`src/rtl/sephirot_stack_pkg.sv`:
```
// Shared definitions for the Sephirot eBPF stack and its per-lane access units.
package sephirot_stack_pkg;

  typedef enum logic [1:0] {
    SZ_B  = 2'd0,
    SZ_H  = 2'd1,
    SZ_W  = 2'd2,
    SZ_DW = 2'd3
  } size_e;

  typedef enum logic [2:0] {
    ST_IDLE,
    ST_ERR,
    ST_RD,
    ST_WT,
    ST_LDR,
    ST_WR
  } stack_state_e;

  localparam int unsigned MAX_ENTRIES = 64;
  localparam int unsigned STACK_BYTES = MAX_ENTRIES * 8;

  // Ceiling log2; also used by stack for its address width.
  function automatic int unsigned log2(input int unsigned v);
    int unsigned r;
    r = 0;
    for (int unsigned i = 0; i < 32; i++) begin
      if ((32'd1 << i) < v) r = i + 1;
    end
    return r;
  endfunction

endpackage

```
`src/rtl/stack_byte_merge.sv`:
```
// Field extraction and read-modify-write merge for one 64-bit stack word.
module stack_byte_merge
  import sephirot_stack_pkg::*;
#(
  parameter int unsigned value_size = 64
) (
  input  logic [value_size-1:0] word,
  input  logic [2:0]            byte_off,
  input  size_e                 size,
  input  logic [value_size-1:0] wdata,
  output logic [value_size-1:0] field,
  output logic [value_size-1:0] merged
);

  logic [value_size-1:0] mask;
  logic [5:0]            shamt;

  // Size mask, shift to the byte lane, extract and merge little-endian.
  always_comb begin
    mask = '0;
    case (size)
      SZ_B:    mask[7:0]  = '1;
      SZ_H:    mask[15:0] = '1;
      SZ_W:    mask[31:0] = '1;
      default: mask       = '1;
    endcase
    shamt  = {byte_off, 3'b000};
    field  = (word >> shamt) & mask;
    merged = (word & ~(mask << shamt)) | ((wdata & mask) << shamt);
  end

endmodule

```
`src/rtl/stack_lane_port.sv`:
```
// One lane's byte-addressed stack load/store unit driving a word-wide port pair.
module stack_lane_port
  import sephirot_stack_pkg::*;
#(
  parameter int unsigned value_size  = 64,
  parameter int unsigned max_entries = 64
) (
  input  logic                  clk,
  input  logic                  reset,
  input  logic                  req_valid,
  output logic                  req_ready,
  input  logic                  req_wr,
  input  logic [1:0]            req_size,
  input  logic [63:0]           req_addr,
  input  logic [value_size-1:0] req_wdata,
  output logic                  resp_valid,
  output logic [value_size-1:0] resp_data,
  output logic                  resp_err,
  output logic [63:0]           read_add,
  input  logic [value_size-1:0] data_out,
  output logic [63:0]           wrt_add,
  output logic                  wrt_en,
  output logic [value_size-1:0] data_in
);

  localparam int unsigned AW          = log2(max_entries);
  localparam logic [63:0] STACK_LIMIT = 64'(max_entries * 8);

  stack_state_e          state_q, state_d;
  logic                  wr_q;
  size_e                 size_q;
  logic [2:0]            byte_q;
  logic [AW-1:0]         word_q;
  logic [value_size-1:0] wdata_q;
  logic [value_size-1:0] data_q;
  logic [63:0]           read_add_q;

  logic [2:0]            align_mask;
  logic                  req_err;
  logic                  req_dw_store;
  logic                  accept;
  logic [value_size-1:0] field;
  logic [value_size-1:0] merged;

  // Request classification: alignment/range error and dword-store bypass.
  always_comb begin
    align_mask = '0;
    case (size_e'(req_size))
      SZ_B:    align_mask = 3'd0;
      SZ_H:    align_mask = 3'd1;
      SZ_W:    align_mask = 3'd3;
      default: align_mask = 3'd7;
    endcase
    req_err      = (req_addr >= STACK_LIMIT) || ((req_addr[2:0] & align_mask) != 3'd0);
    req_dw_store = req_wr && (size_e'(req_size) == SZ_DW);
    accept       = (state_q == ST_IDLE) && req_valid;
  end

  stack_byte_merge #(
    .value_size(value_size)
  ) u_merge (
    .word    (data_out),
    .byte_off(byte_q),
    .size    (size_q),
    .wdata   (wdata_q),
    .field   (field),
    .merged  (merged)
  );

  // State register.
  always_ff @(posedge clk or posedge reset) begin
    if (reset) state_q <= ST_IDLE;
    else       state_q <= state_d;
  end

  // Next-state and per-state outputs.
  always_comb begin
    state_d    = state_q;
    req_ready  = 1'b0;
    resp_valid = 1'b0;
    resp_err   = 1'b0;
    resp_data  = '0;
    wrt_en     = 1'b0;
    case (state_q)
      ST_IDLE: begin
        req_ready = !reset;
        if (req_valid) begin
          if (req_err)           state_d = ST_ERR;
          else if (req_dw_store) state_d = ST_WR;
          else                   state_d = ST_RD;
        end
      end
      ST_ERR: begin
        resp_valid = 1'b1;
        resp_err   = 1'b1;
        state_d    = ST_IDLE;
      end
      ST_RD:  state_d = ST_WT;
      ST_WT:  state_d = wr_q ? ST_WR : ST_LDR;
      ST_LDR: begin
        resp_valid = 1'b1;
        resp_data  = data_q;
        state_d    = ST_IDLE;
      end
      ST_WR: begin
        wrt_en     = 1'b1;
        resp_valid = 1'b1;
        state_d    = ST_IDLE;
      end
      default: state_d = ST_IDLE;
    endcase
  end

  // read_add is loaded on acceptance so the word index is already on the
  // port during RD; data_q doubles as load result and merged store word.
  always_ff @(posedge clk or posedge reset) begin
    if (reset) begin
      wr_q       <= 1'b0;
      size_q     <= SZ_B;
      byte_q     <= '0;
      word_q     <= '0;
      wdata_q    <= '0;
      data_q     <= '0;
      read_add_q <= '0;
    end else begin
      if (accept) begin
        wr_q    <= req_wr;
        size_q  <= size_e'(req_size);
        byte_q  <= req_addr[2:0];
        word_q  <= req_addr[AW+2:3];
        wdata_q <= req_wdata;
        if (req_dw_store) data_q <= req_wdata;
        if (!req_err && !req_dw_store) read_add_q <= 64'(req_addr[AW+2:3]);
      end
      if (state_q == ST_WT) data_q <= wr_q ? merged : field;
    end
  end

  // Word-port address/data; upper index bits are always zero.
  always_comb begin
    wrt_add         = '0;
    wrt_add[AW-1:0] = word_q;
    read_add        = read_add_q;
    data_in         = data_q;
  end

endmodule

```
`config.mk`:
```
export PLATFORM = sky130hd
export DESIGN_NAME = stack_lane_port
export DESIGN_NICKNAME = d
export VERILOG_FILES = /design/src/rtl/sephirot_stack_pkg.sv /design/src/rtl/stack_byte_merge.sv /design/src/rtl/stack_lane_port.sv
export SDC_FILE = /design/constraint.sdc
export NUM_CORES = 1
export LEC_CHECK = 0
export BUFFER_PORTS_ARGS = -buffer_cell sky130_fd_sc_hd__buf_2
export CORE_AREA = 2 2 177 179
export DETAILED_ROUTE_END_ITERATION = 8
export DIE_AREA = 0 0 179 181
export PLACE_DENSITY_LB_ADDON = 0.05
export SLEW_MARGIN = 25
export SYNTH_ARGS = -nofsm -noshare
export SYNTH_HDL_FRONTEND = slang
export SYNTH_SLANG_ARGS = --single-unit
export TNS_END_PERCENT = 5
```
`constraint.sdc`:
```
create_clock -name clk -period 5.1 [get_ports clk]
set_input_delay 0.51 -clock clk [delete_from_list [all_inputs] [get_ports clk]]
set_output_delay 0.51 -clock clk [all_outputs]
set_load 0.05 [all_outputs]
```
==> results.md, run 1 <==
- The max-slew violation total from the final report was 0.
- The part of the power in registers is 32.6%.
- The length of routed wiring on met1 is 22.7 mm.
- The worst register-to-register path has a depth of 6.
- The worst hold path belongs to the class primary input to async pin.
- Counting instances in the post-synthesis netlist gives the leading cell types as 149 x dfrtp_1, 131 x buf_4, 118 x mux2_2.
- The post-synthesis sequential element count is 149.
- The critical path starts at byte_q[0]$_DFFE_PP0P_.
- Setup repair after global routing left no endpoint under its margin.
- After detailed routing, the number of remaining DRC violations is 0.
- Derived from the worst setup path, the maximum achievable clock frequency is 303 MHz.
- During placement, the flow inserted port buffers numbering 341.
- The launching point of the worst reg2reg path is byte_q[0]$_DFFE_PP0P_.
- For this design, the sink count on the clock tree is 149.
- After clock tree synthesis, the clock-pin slew on the worst setup and hold paths is 0.07 ns.
- The residual overflow from global routing is 0.
- The internal power is 2880 uW.
- Measured along the y axis, the die boundary spans 181 um.
- The mapped netlist covers 0.0121 mm^2.
- The count of final hold-check violations is 0.
- The setup check on the worst reg-to-reg path leaves a slack of 1.80 ns.
- The vias after detailed routing is 11800.
- The die is 179 um wide.
- The core outline area is 0.0303 mm^2.
- The via count of the first global-routing pass came to 11100.
- Summed over all nets, the half-perimeter wirelength after detailed placement is 40.5 mm.
- The tool flagged a number of max-cap violations equal to 0.
- The highest ir drop seen on vdd is 0.233 mV.
- On the final layout, the worst clock skew is 0.0149 ns.
- The initial antenna violation count is 1.
- In this run the post-CTS setup repair buffer count came out at 0.
- The required arrival time at the worst endpoint is 5.46 ns.
- The largest total area in the synthesized netlist belongs to dfrtp_1.
- The slew at the pin closest to its max-slew limit is 1.04 ns.
- The Yosys step of the flow raised 0 warnings.
- 458 I/O pins were placed.
- The number of buffers on the longest clock path is 2.
- The startpoint type of the worst setup path is a flip-flop.
- After detailed routing, the number of vias per cell comes to 5.97.
- The congestion estimate from routability-driven global placement came to 0.975.
- The most common cell in the netlist is dfrtp_1.
- In this run the static leakage power is 0.00660 uW.
- The overall routing resource usage is 32.8%.
- Sequential elements use 30.7% of the synthesized area.
- Averaged over all synthesized cells, the footprint is 9.47 um^2.
- The number of different library cells in the post-synthesis netlist is 70.
- The total number of placement rows is 64.
- In this run the biggest area consumer among cell types represents 30.7% of the synthesized area.
- The worst setup path is captured at a flip-flop.
- Summed over all nets, wire length on met3 after detailed routing comes to 5.15 mm.
- The layout overhead on the synthesized area is 17.6%.
- The detailed router's first-iteration violation count is 1342.
- The critical path ends at data_in[18]$_DFFE_PP0P_.
- After clock tree synthesis, the flow added hold-fix buffers numbering 0.
- In this run the remaining antenna-violating nets after routing total 0.
- Excluding fillers, the count of instances in the completed layout stands at 1969.
- The total power density per cell area is 372 mW/mm^2.
- The layout net count is 1758.
- Summed over all layers, the routed wires come to 53.5 mm.
- The post-synthesis instance total is 1281.
- Yosys attributes the largest share of cell area to dfrtp_1 31%, mux2_2 11%, buf_4 8.1%.
- The first detailed-routing pass ran for 6 iterations.
- The number of flops mapped to enable cells by yosys is 0.
- The die covers 0.0324 mm^2.
- Net switching is 45.9% of the power.
- After clock tree synthesis, the repair step resized 0 gates.
- TritonCTS built the clock tree.
- The multi-input combinational cells in the finished layout cover a total of 0.00736 mm^2.
- The worst max-slew margin expressed relative to the limit is 30.6%.
- The share of power burned in combinational logic is 41.1%.
- The worst register-to-register path ends at data_in[18]$_DFFE_PP0P_.
- The clock group share of total power is 26.3%.
- After detailed placement, the design holds a cell count of 1936.
- In the synthesized netlist the async set-or-reset flop fraction comes to 100%.
- The clock reaches the later pin of the worst-skew pair after 0.45 ns.
- Data arrives at the worst endpoint at 3.66 ns.
- In this run the worst path has a maximum fanout of 78.
- After layout, the minimum clock period comes to 3.30 ns.
- Cells with a size suffix above 1 make up 37.1% of the layout.
- For this configuration, the core starts out at a cell density of 40.0%.
- The flow ran to the end, and the final reports show no timing, DRC or antenna violations.
- The antenna diode count is 0.
- Setup violations remaining at the end of the flow were counted as 0.
- Entering global routing, the biggest net connects 79 pins.
- The highest routed metal layer is met5.
- The first global-routing pass estimated 77.2 mm of wire.
- The average routed wire per standard cell is 27.2 um.
- The number of buffers added by the clock tree synthesis step is 17.
- Dividing the final minimum period by the clock period gives 64.7%.
- The layout has 2991 filler cells.
- The net switching component of the power is 2440 uW.
- The sum of negative setup slack is 0 ns.
- The maximum level of the CTS H-tree is 4.
- The commonest register cell after synthesis is dfrtp_1.
- The type of the worst setup path is flip-flop to flip-flop.
- The root buffer cell is clkbuf_16.
- In the detailed route, the total length drawn on met2 is 23.5 mm.
- Registers take 0.00374 mm^2.
[layout by cell type (no fill, tap or decap), drive strengths merged, types with 9 or more instances in the layout]
master	synthesis	final
mux2i	60	60
a31oi	19	19
o22ai	15	15
o221ai	21	21
nor3	33	33
a32oi	20	20
a211oi	23	23
and2	79	79
o21ai	49	49
a22oi	30	30
dfrtp	149	149
buf	183	372
mux4	31	31
conb	1	116
mux2	124	124
o2bb2ai	9	9
clkbuf	44	18
and3	9	9
nor4	16	16
nor2b	16	16
nor2	37	37
a211o	10	10
nand3	27	27
inv	19	26
a221oi	21	21
a21oi	55	55
nand2	105	105
[kinds of logic (layout without fill, tap and decap cells)]
logic type      Yosys count  after routing  synth area share [%]
simple gates            345            345                  15.2
other cells               1            116                0.0309
buf+inv                 246            423                  12.3
flops                   149            149                  30.7
mux                     215            215                  22.4
compound gates          325            325                  19.3
[registers in the layout, summed over array words and instances, names as in the netlist]
name	flops
byte_q	3
data_in	64
read_add	6
size_q	2
state_q	3
wdata_q	64
word_q	6
wr_q	1
[metrics by stage]
stage	power [uW]	area (um^2)	util (%)	setup slack, ns	hold WS, ns
floorplan	3260	12600	-	0.582	0.476
global placement	3890	13600	44.9	1.93	0.486
detailed placement	3890	13600	44.9	1.86	0.489
CTS	5300	14300	47.0	1.75	0.144
global route	5520	14300	47.0	1.62	0.154
finish	5310	14300	47.0	1.80	0.115
[layer usage]
metal	GRT usage [%]	vias to the layer above
li1	-	5145
met1	46.7	5794
met2	48.4	735
met3	6.23	88
met4	13.5	2
met5	0	-
[power by group through the flow]
stage | clock network [uW] | logic [uW] | registers, uW
6_report | 1400 | 2180 | 1730
5_1_grt | 1460 | 2290 | 1760
2_1_floorplan | 0 | 1240 | 2010
3_3_place_gp | 0 | 2150 | 1740
4_1_cts | 1420 | 2160 | 1720
3_5_place_dp | 0 | 2150 | 1740
[critical path, stage by stage, from the launching register on]
cell and delay (ns):
dfrtp_4 1.09, buf_4 0.52, nor2b_1 0.27, o21bai_1 0.22, a21oi_1 0.70, a211oi_1 0.19, nor3_1 0.16
[area by class of cell]
class | instances | share of cell area (%)
Clock buffer | 18 | 3.08
Timing Repair Buffer | 372 | 13.8
Multi-Input combinational cell | 1001 | 51.6
Sequential cell | 149 | 26.2
Tap cell | 396 | 3.47
Inverter | 19 | 0.535
Clock inverter | 14 | 1.31
[worst min path at each step]
stage                       startpoint                      end  slack [ns]  depth (start not counted)
2_1_floorplan  wdata_q[56]$_DFFE_PP0P_  wdata_q[56]$_DFFE_PP0P_        0.48                          1
3_3_place_gp     word_q[0]$_DFFE_PP0P_    word_q[0]$_DFFE_PP0P_        0.49                          1
3_5_place_dp   read_add[4]$_DFFE_PP0P_  read_add[4]$_DFFE_PP0P_        0.49                          1
4_1_cts                          reset   wdata_q[6]$_DFFE_PP0P_        0.14                          2
5_1_grt                          reset   state_q[0]$_DFFE_PP0P_        0.15                          2
6_report                         reset   state_q[1]$_DFFE_PP0P_        0.11                          2
No activity file was read; power rests on OpenSTA's default activity.
==> run 2: changes to the inputs <==
- clock period: 5.1 -> 3.3 ns (I/O delays scaled with it)
==> run 2 against run 1 <==
  * The flow now finishes with violations (hold timing)
  * Sequential cell count is the same
  * Count of clock-buffer cells in the layout is 1 lower
  * Sequential share of layout area down 0.87 points
  * First-iteration DRC count down 1.4%
  * Critical endpoint is now data_in[2]$_DFFE_PP0P_
  * Clock power up 52%
  * Sequential power rose by 53%
  * Die area is the same
  * Maximum frequency rose by 12%
==> results.md, run 2 (synthesis gave the netlist of run 1 again) <==
- The run finished, with violations left.
- The checks that failed: hold timing.
- The number of buffers on the longest clock path is 2.
- The TritonCTS clock tree is done.
- The initial antenna violation count is 3.
- At the worst endpoint, the required time is 3.61 ns.
- In the final timing run, aggregate negative setup slack is 0 ns.
- In this run the register-to-register setup slack is 0.34 ns.
- The cell sitting at the root of the clock tree is a clkbuf_16.
- Between clock sinks in the finished design, the worst skew comes to 0.0143 ns.
- At the later pin of the worst-skew pair, clock insertion delay measures 0.46 ns.
- The worst max-slew margin expressed relative to the limit is 42.1%.
- Using the TritonRoute via totals, the vias-per-cell ratio works out to 5.95.
- Row generation in the floorplan step produced 64 rows.
- The length of routed met2 wiring is 24.6 mm.
- Pin placement for this block handled 458 I/O pins.
- The peak clock frequency supported by timing is 338 MHz.
- The length of routed wiring on met1 is 23.9 mm.
- The finished layout cell area is 0.0148 mm^2.
- The largest net degree at the start of global routing is 69.
- The kind of path behind the tightest hold check is primary input to async pin.
- The most common cell after layout, fill and taps aside is buf_2.
- In this run the tool buffered the top-level ports with 341 buffer cells.
- Power spread over the standard cell area amounts to 568 mW/mm^2.
- After floorplanning, the core was sized to cover 0.0303 mm^2.
- The placed wire-length estimate is 43.4 mm.
- Routability-driven placement finished with a final weighted congestion of 0.935.
- The worst hold slack after final layout is -0.00678 ns.
- CTS built an H-tree with a depth of 4.
- Compared with the post-synthesis result, the final layout area differs by 21.6%.
- The clock slew seen by the registers of the worst setup and hold paths is 0.07 ns.
- The final period demand of the worst path is 2.96 ns.
- The overall routing resource usage is 34.3%.
- After detailed routing, the average wire length per cell comes to 27.6 um.
- The highest ir drop seen on vdd is 0.368 mV.
- In this run the remaining antenna-violating nets after routing total 0.
- For this block, the via count after detailed routing is 12100.
- Once placement finished, the instance area stood at 0.0141 mm^2.
- The total met3 wirelength after detailed routing is 5.31 mm.
- For the pin with the worst max-slew slack, the measured transition is 0.859 ns.
- The critical path endpoint category is a flip-flop.
- The post-cts repair resize count is 0.
- The layout net count is 1815.
- The floorplan step set the die width to 179 um.
- The count of fill cells added during filler insertion is 3041.
- In this run the critical register-to-register path is captured at data_in[2]$_DFFE_PP0P_.
- The arrival time reported for the critical path endpoint is 3.26 ns.
- The number of hold-repair buffers added at the cts stage is 0.
- Buffers added to address setup during post-CTS repair amount to 0.
- In this run, CTS created clock tree buffers numbering 17.
- The first global-routing pass estimated 80.4 mm of wire.
- The total leakage power is 0.00691 uW.
- Setup violations remaining at the end of the flow were counted as 0.
- The count of final hold-check violations came to 5.
- The top cell types in the final layout, fill and taps aside, are 341 x buf_2, 147 x dfrtp_1, 118 x mux2_2.
- The launching point of the worst reg2reg path is byte_q[1]$_DFFE_PP0P_.
- The final routed wirelength across all metal layers is 55.9 mm.
- The largest driver fanout on the critical path is 48.
- The via count of the first global-routing pass is 11600.
- The length in cells of the worst reg-to-reg path is 6.
- The floorplan step defined a die boundary enclosing 0.0324 mm^2.
- Counting every sink on the clock net gives 149.
- The type of the worst setup path is flip-flop to flip-flop.
- The max-slew violation total from the final report is 0.
- The detailed router's first-iteration violation count is 1323.
- STA classifies the critical path startpoint as a flip-flop.
- The starting utilization of the core area is 40.0%.
- The residual overflow from global routing is 0.
- The die span in y is 181 um.
- The highest routed metal layer is met4.
- Setup repair after global routing left no endpoint under its margin.
- The portion of the clock cycle consumed by the worst path in the final layout is 89.6%.
- The post-route netlist has 39.1% of its cells at a drive strength greater than 1.
- The first-pass iteration count of the detailed router is 5.
- The number of design rule violations left after detail routing is 0.
- The number of maximum-capacitance constraint violations is 0.
==> run 2: changes by cell type in the layout (fill, tap and decap cells not counted), moves of 2 or more <==
cell	delta
buf_4	+52
buf_12	+7
inv_8	+4
inv_6	-2
==> run 2: power breakdown <==
group	switching, uW	total (uW)	internal [uW]
Clock	981	2130	1150
Combinational	2430	3600	1170
Sequential	495	2650	2160
==> run 2: critical path, cell delays in order (launching register included) <==
cell and delay [ns]:
dfrtp_4 0.88, buf_4 0.41, buf_4 0.22, mux4_2 0.31
and2_1 0.21, a211oi_1 0.58, o22ai_1 0.18
==> run 2: through the flow <==
stage | setup slack, ns | hold slack, ns | total power [uW] | std cells | utilization [%]
after floorplan | 0.905 | 0.447 | 5040 | 1396 | -
after global placement | 0.442 | 0.477 | 6210 | 1994 | 46.6
after detailed placement | 0.476 | 0.482 | 6200 | 1994 | 46.6
after CTS | 0.452 | 0.00454 | 8340 | 2026 | 48.6
after global routing | 0.357 | 0.0373 | 8690 | 2026 | 48.6
final | 0.345 | -0.00678 | 8380 | 2027 | 48.6
==> run 2: worst max path at each step <==
stage | startpoint | depth (start not counted) | end | slack, ns
finish | byte_q[1]$_DFFE_PP0P_ | 6 | data_in[2]$_DFFE_PP0P_ | 0.34
global route | byte_q[1]$_DFFE_PP0P_ | 6 | data_in[1]$_DFFE_PP0P_ | 0.36
CTS | byte_q[1]$_DFFE_PP0P_ | 6 | data_in[2]$_DFFE_PP0P_ | 0.45
detailed placement | byte_q[1]$_DFFE_PP0P_ | 6 | data_in[2]$_DFFE_PP0P_ | 0.48
global placement | byte_q[1]$_DFFE_PP0P_ | 6 | data_in[2]$_DFFE_PP0P_ | 0.44
floorplan | state_q[0]$_DFFE_PP0P_ | 2 | req_ready | 0.90
==> run 2: area by class of cell <==
type	count	area, um^2	area share, %
multi-input combinational	1001	7350	49.9
sequential	149	3740	25.3
timing repair buffer	429	2480	16.8
tap	396	495	3.36
clock buffer	17	425	2.88
clock inverter	15	183	1.24
inverter	19	75.1	0.509
antenna	1	2.50	0.0170
==> run 2: metal layers <==
layer,vias up,track usage (%)
li1,5240,-
met1,5966,48.3
met2,760,51.6
met3,87,7.83
met4,0,12.1
met5,-,0
==> run 3: changes to the inputs <==
- ABC_AREA: unset -> 1
- CORE_AREA: 2 2 177 179 -> 2 2 180 182
- DIE_AREA: 0 0 179 181 -> 0 0 182 184
==> run 3 against run 2 <==
  * The run now ends clean
  * Clock skew increased by 0.0011 ns
  * Design area increased by 1.4%
  * Non-clock buffer count is 45 lower
  * Count of clock-buffer cells in the layout grew 2
  * Setup slack improved by 0.29 ns
  * Die area is 3.4% higher
  * Critical path depth decreased by 1
  * Cell count increased by 40%
  * Sequential share of layout area shrank 0.36 points
  * Total power rose by 91%
  * Critical endpoint is now resp_data[33]
  * Largest power group unchanged
==> results.md, run 3 <==
- The number of buffers on the longest clock path is 2.
- The signal on the critical path passes through nor2_1, nand2_2, buf_4, nor2_1, buf_2.
- The die covers 0.0335 mm^2.
- The number of design rule violations left after detail routing is 0.
- For this design the static power due to leakage is 0.00829 uW.
- After filler insertion, the fill cell instance count of the layout stands at 3463.
- Counting flops with an async set or reset pin after synthesis yields a share of 100%.
- In the post-synthesis netlist, the cell with the most instances is nand2_1.
- The number of different library cells in the post-synthesis netlist is 27.
- For this run, the post-layout net count is 2627.
- The routed design has 64.1 mm of wire.
- After floorplanning, the core was divided into 65 placement rows.
- The combined buffer and inverter count along the critical path is 2.
- The layout overhead on the synthesized area is 16.8%.
- Synthesis produced 2166 cells.
- After synthesis, the most frequently instantiated cells are 786 x nand2_1, 285 x nand3_1, 198 x o21ai_0.
- CTS placed an instance of clkbuf_16 at the clock tree root.
- The worst clock skew is 0.0154 ns.
- The global routing met2 resource utilization is 57.6%.
- Setup violations remaining at the end of the flow were counted as 0.
- The length in cells of the worst reg-to-reg path is 9.
- Sorting the synthesized cells by area gives the leading types as dfrtp_1 29%, nand2_1 23%, nand3_1 11%.
- The critical path endpoint category is an output pin.
- VDD sags by at most 0.551 mV.
- The cell depth of the worst min-delay path is 3.
- The worst register-to-register path ends at data_in[26]$_DFFE_PP0P_.
- The count of nets left with antenna violations once routing finished came out at 0.
- For the final routed database, the setup TNS stands at 0 ns.
- For this configuration, the core starts out at a cell density of 40.8%.
- The required arrival time at the worst endpoint is 2.97 ns.
- For this block, the initial DRC count from the detailed router was 1930.
- The initial antenna violation count is 1.
- The kind of path behind the tightest hold check is primary input to flip-flop.
- Summed over all instances, the cell type with the most area after synthesis is dfrtp_1.
- Dividing the detail-routed via count by the number of cells gives 5.50.
- The final period demand of the worst path is 2.67 ns.
- Max-cap violations in this run came to 0.
- The floorplan step defined a core boundary enclosing 0.0314 mm^2.
- The startpoint identified for the worst hold timing path is req_addr[8].
- The type of the worst setup path is flip-flop to output pin.
- Entering global routing, the biggest net connects 133 pins.
- For the worst-skew pair, the clock arrives at the later sink with an insertion delay of 0.47 ns.
- The antenna diode count is 0.
- TritonCTS built the clock tree.
- The final route contains 15600 vias.
- The worst hold slack after final layout is 0.0829 ns.
- The clock sink total is 149.
- The max-slew violation total from the final report was 0.
- The overall routing resource usage is 38.0%.
- For this run, global-route usage on met1 was measured as 52.4%.
- Summing every instance area after synthesis gives 0.0128 mm^2.
- Of all nets on the critical path, the largest fanout is 37.
- The most common cell after layout, fill and taps aside is nand2_1.
- The via count of the first global-routing pass is 14400.
- The synthesized design devotes to its leading area cell type 29.1% of total area.
- The clock slew seen by the registers of the worst setup and hold paths is 0.07 ns.
- Setup repair after global routing left no endpoint under its margin.
- Counting flops and latches in the post-synthesis netlist gives 149.
- The first-pass iteration count of the detailed router is 7.
- The count of final hold-check violations is 0.
- The count of pins on the block boundary is 458.
- The flow ran to the end, and the final reports show no timing, DRC or antenna violations.
- The global routing stage identified its most utilized layer as met2.
- The slowest stage of the critical path belongs to the cell dfrtp_1.
- The commonest register cell after synthesis is dfrtp_1.
- Yosys printed 0 warnings.
- The most prevalent standard cell on the critical path is nor2_1.
- During placement, the flow inserted port buffers numbering 341.
- For this run, the register share of the synthesized area comes to 29.1%.
- The top cell family by delay on the critical path is simple AND/OR/NAND/NOR gates.
- Cells with a size suffix above 1 make up 17.9% of the layout.
- Counting flops with a built-in enable in the synthesized netlist gives 0.
- The worst register-to-register path begins at state_q[0]$_DFFE_PP0P_.
- Of the available clock period, the critical path in the final layout requires 80.9%.
- Once detailed placement completed, the half-perimeter wirelength came to 48.9 mm.
- In this run the register-to-register setup slack is 0.70 ns.
- The worst setup path is launched from a flip-flop.
- For hold timing, the worst endpoint is word_q[5]$_DFFE_PP0P_.
- The die boundary width is 182 um.
- The number of buffers inserted to repair setup after CTS is 0.
- The average routed wire per standard cell is 22.6 um.
- In the layout the commonest cells are 784 x nand2_1, 341 x buf_2, 285 x nand3_1.
- Data on the critical path arrives at its endpoint at 2.34 ns.
- The largest incremental delay on the critical path is 0.41 ns.
- The slew at the pin closest to its max-slew limit is 1.02 ns.
- Summing all flip-flop and latch instances after layout gives 0.00373 mm^2.
- The die span in y is 184 um.
- Summed over all layers, the global routing overflow is 0.
- Global routing consumed, on the met3 layer, 7.96% of the routing resources.
- The area occupied by multi-input gates is 0.00737 mm^2.
- The wire length of the first global-routing pass is 93.8 mm.
- In this run the power density over the cells is 1070 mW/mm^2.
- The weighted congestion reported at the end of routability-driven placement is 1.02.
- For this run, the top clock speed supported by timing is 375 MHz.
- The maximum level of the CTS H-tree is 4.
- The synthesized area divided by synthesized cell count is 5.91 um^2.
- Measured against its own limit, the worst slew margin works out to 32.3%.
- The number of buffers added by the clock tree synthesis step is 17.
[run 3: changes by cell type in the layout (fill, tap and decap cells not counted), moves of 31 or more]
cell | before | now
and2_1 | 76 | 2
buf_4 | 79 | 37
inv_1 | 17 | 163
mux2_2 | 118 | 0
mux2i_1 | 60 | 0
mux4_2 | 31 | 0
nand2_1 | 104 | 784
nand3_1 | 27 | 285
nor2_1 | 36 | 163
nor3_1 | 32 | 0
o21ai_0 | 43 | 198
[run 3: cell type report]
cell class	count	area share (%)
Inverter	172	4.34
Timing Repair Buffer	384	14.0
Clock buffer	19	2.89
Multi-Input combinational cell	1705	49.3
Clock inverter	13	1.15
Sequential cell	149	25.0
Tap cell	402	3.36
[run 3: logic make-up after synthesis]
family	Yosys count	synth area share [%]
other	1	0.0293
AO/OA/AOI/OAI	328	13.6
buffers and inverters	427	16.9
AND/OR/NAND/NOR	1261	40.4
flip-flops	149	29.1
[run 3: metal layers]
| layer | part of all wire (%) | wire length [um] | vias up |
|---|---|---|---|
| li1 | - | - | 7209 |
| met1 | 43 | 27400 | 7333 |
| met2 | 43 | 27700 | 959 |
| met3 | 9.8 | 6290 | 135 |
| met4 | 4.3 | 2760 | 0 |
| met5 | 0 | 0 | - |
[run 3: power breakdown]
group / switching, uW / leakage, uW / internal (uW)
registers: 1170 / 0.00184 / 2690
clock network: 926 / 0.000281 / 1200
logic: 7610 / 0.00617 / 2430
total: 9700 / 0.00829 / 6320
[run 3: what timing repair did]
item / in CTS / in global routing
gates resized for setup: 0 / 0
hold buffers: 0 / 1
hold endpoints to repair: 0 / 10
[run 3: metrics by stage]
step / power, uW / instance area (um^2) / utilization, % / cells / setup slack (ns)
after global routing: 17000 / 15000 / 47.6 / 2844 / 0.374
after global placement: 13600 / 14300 / 45.6 / 2810 / 0.747
final: 16000 / 15000 / 47.6 / 2844 / 0.632
after floorplan: 10400 / 13200 / - / 2281 / 1.10
after detailed placement: 13600 / 14300 / 45.6 / 2810 / 0.744
after CTS: 15800 / 14900 / 47.5 / 2842 / 0.603
[run 3: how the worst max path moves through the flow]
| stage | start | end | slack [ns] | depth (start not counted) |
|---|---|---|---|---|
| 2_1_floorplan | reset | byte_q[0]$_DFFE_PP0P_ | 1.10 | 1 |
| 3_3_place_gp | state_q[0]$_DFFE_PP0P_ | data_in[26]$_DFFE_PP0P_ | 0.75 | 9 |
| 3_5_place_dp | state_q[0]$_DFFE_PP0P_ | data_in[26]$_DFFE_PP0P_ | 0.74 | 9 |
| 4_1_cts | state_q[0]$_DFFE_PP0P_ | resp_data[17] | 0.60 | 5 |
| 5_1_grt | state_q[0]$_DFFE_PP0P_ | resp_data[33] | 0.37 | 5 |
| 6_report | state_q[0]$_DFFE_PP0P_ | resp_data[33] | 0.63 | 5 |
[run 3: worst reg2reg max path: stages (launching register included)]
cell and delay (ns):
dfrtp_1 0.41, nor2_1 0.20, nand2_2 0.13, nor2_4 0.12, inv_2 0.07, nor2_8 0.30
inv_2 0.43, o21ai_0 0.69, nand2_1 0.11, nand2_1 0.09
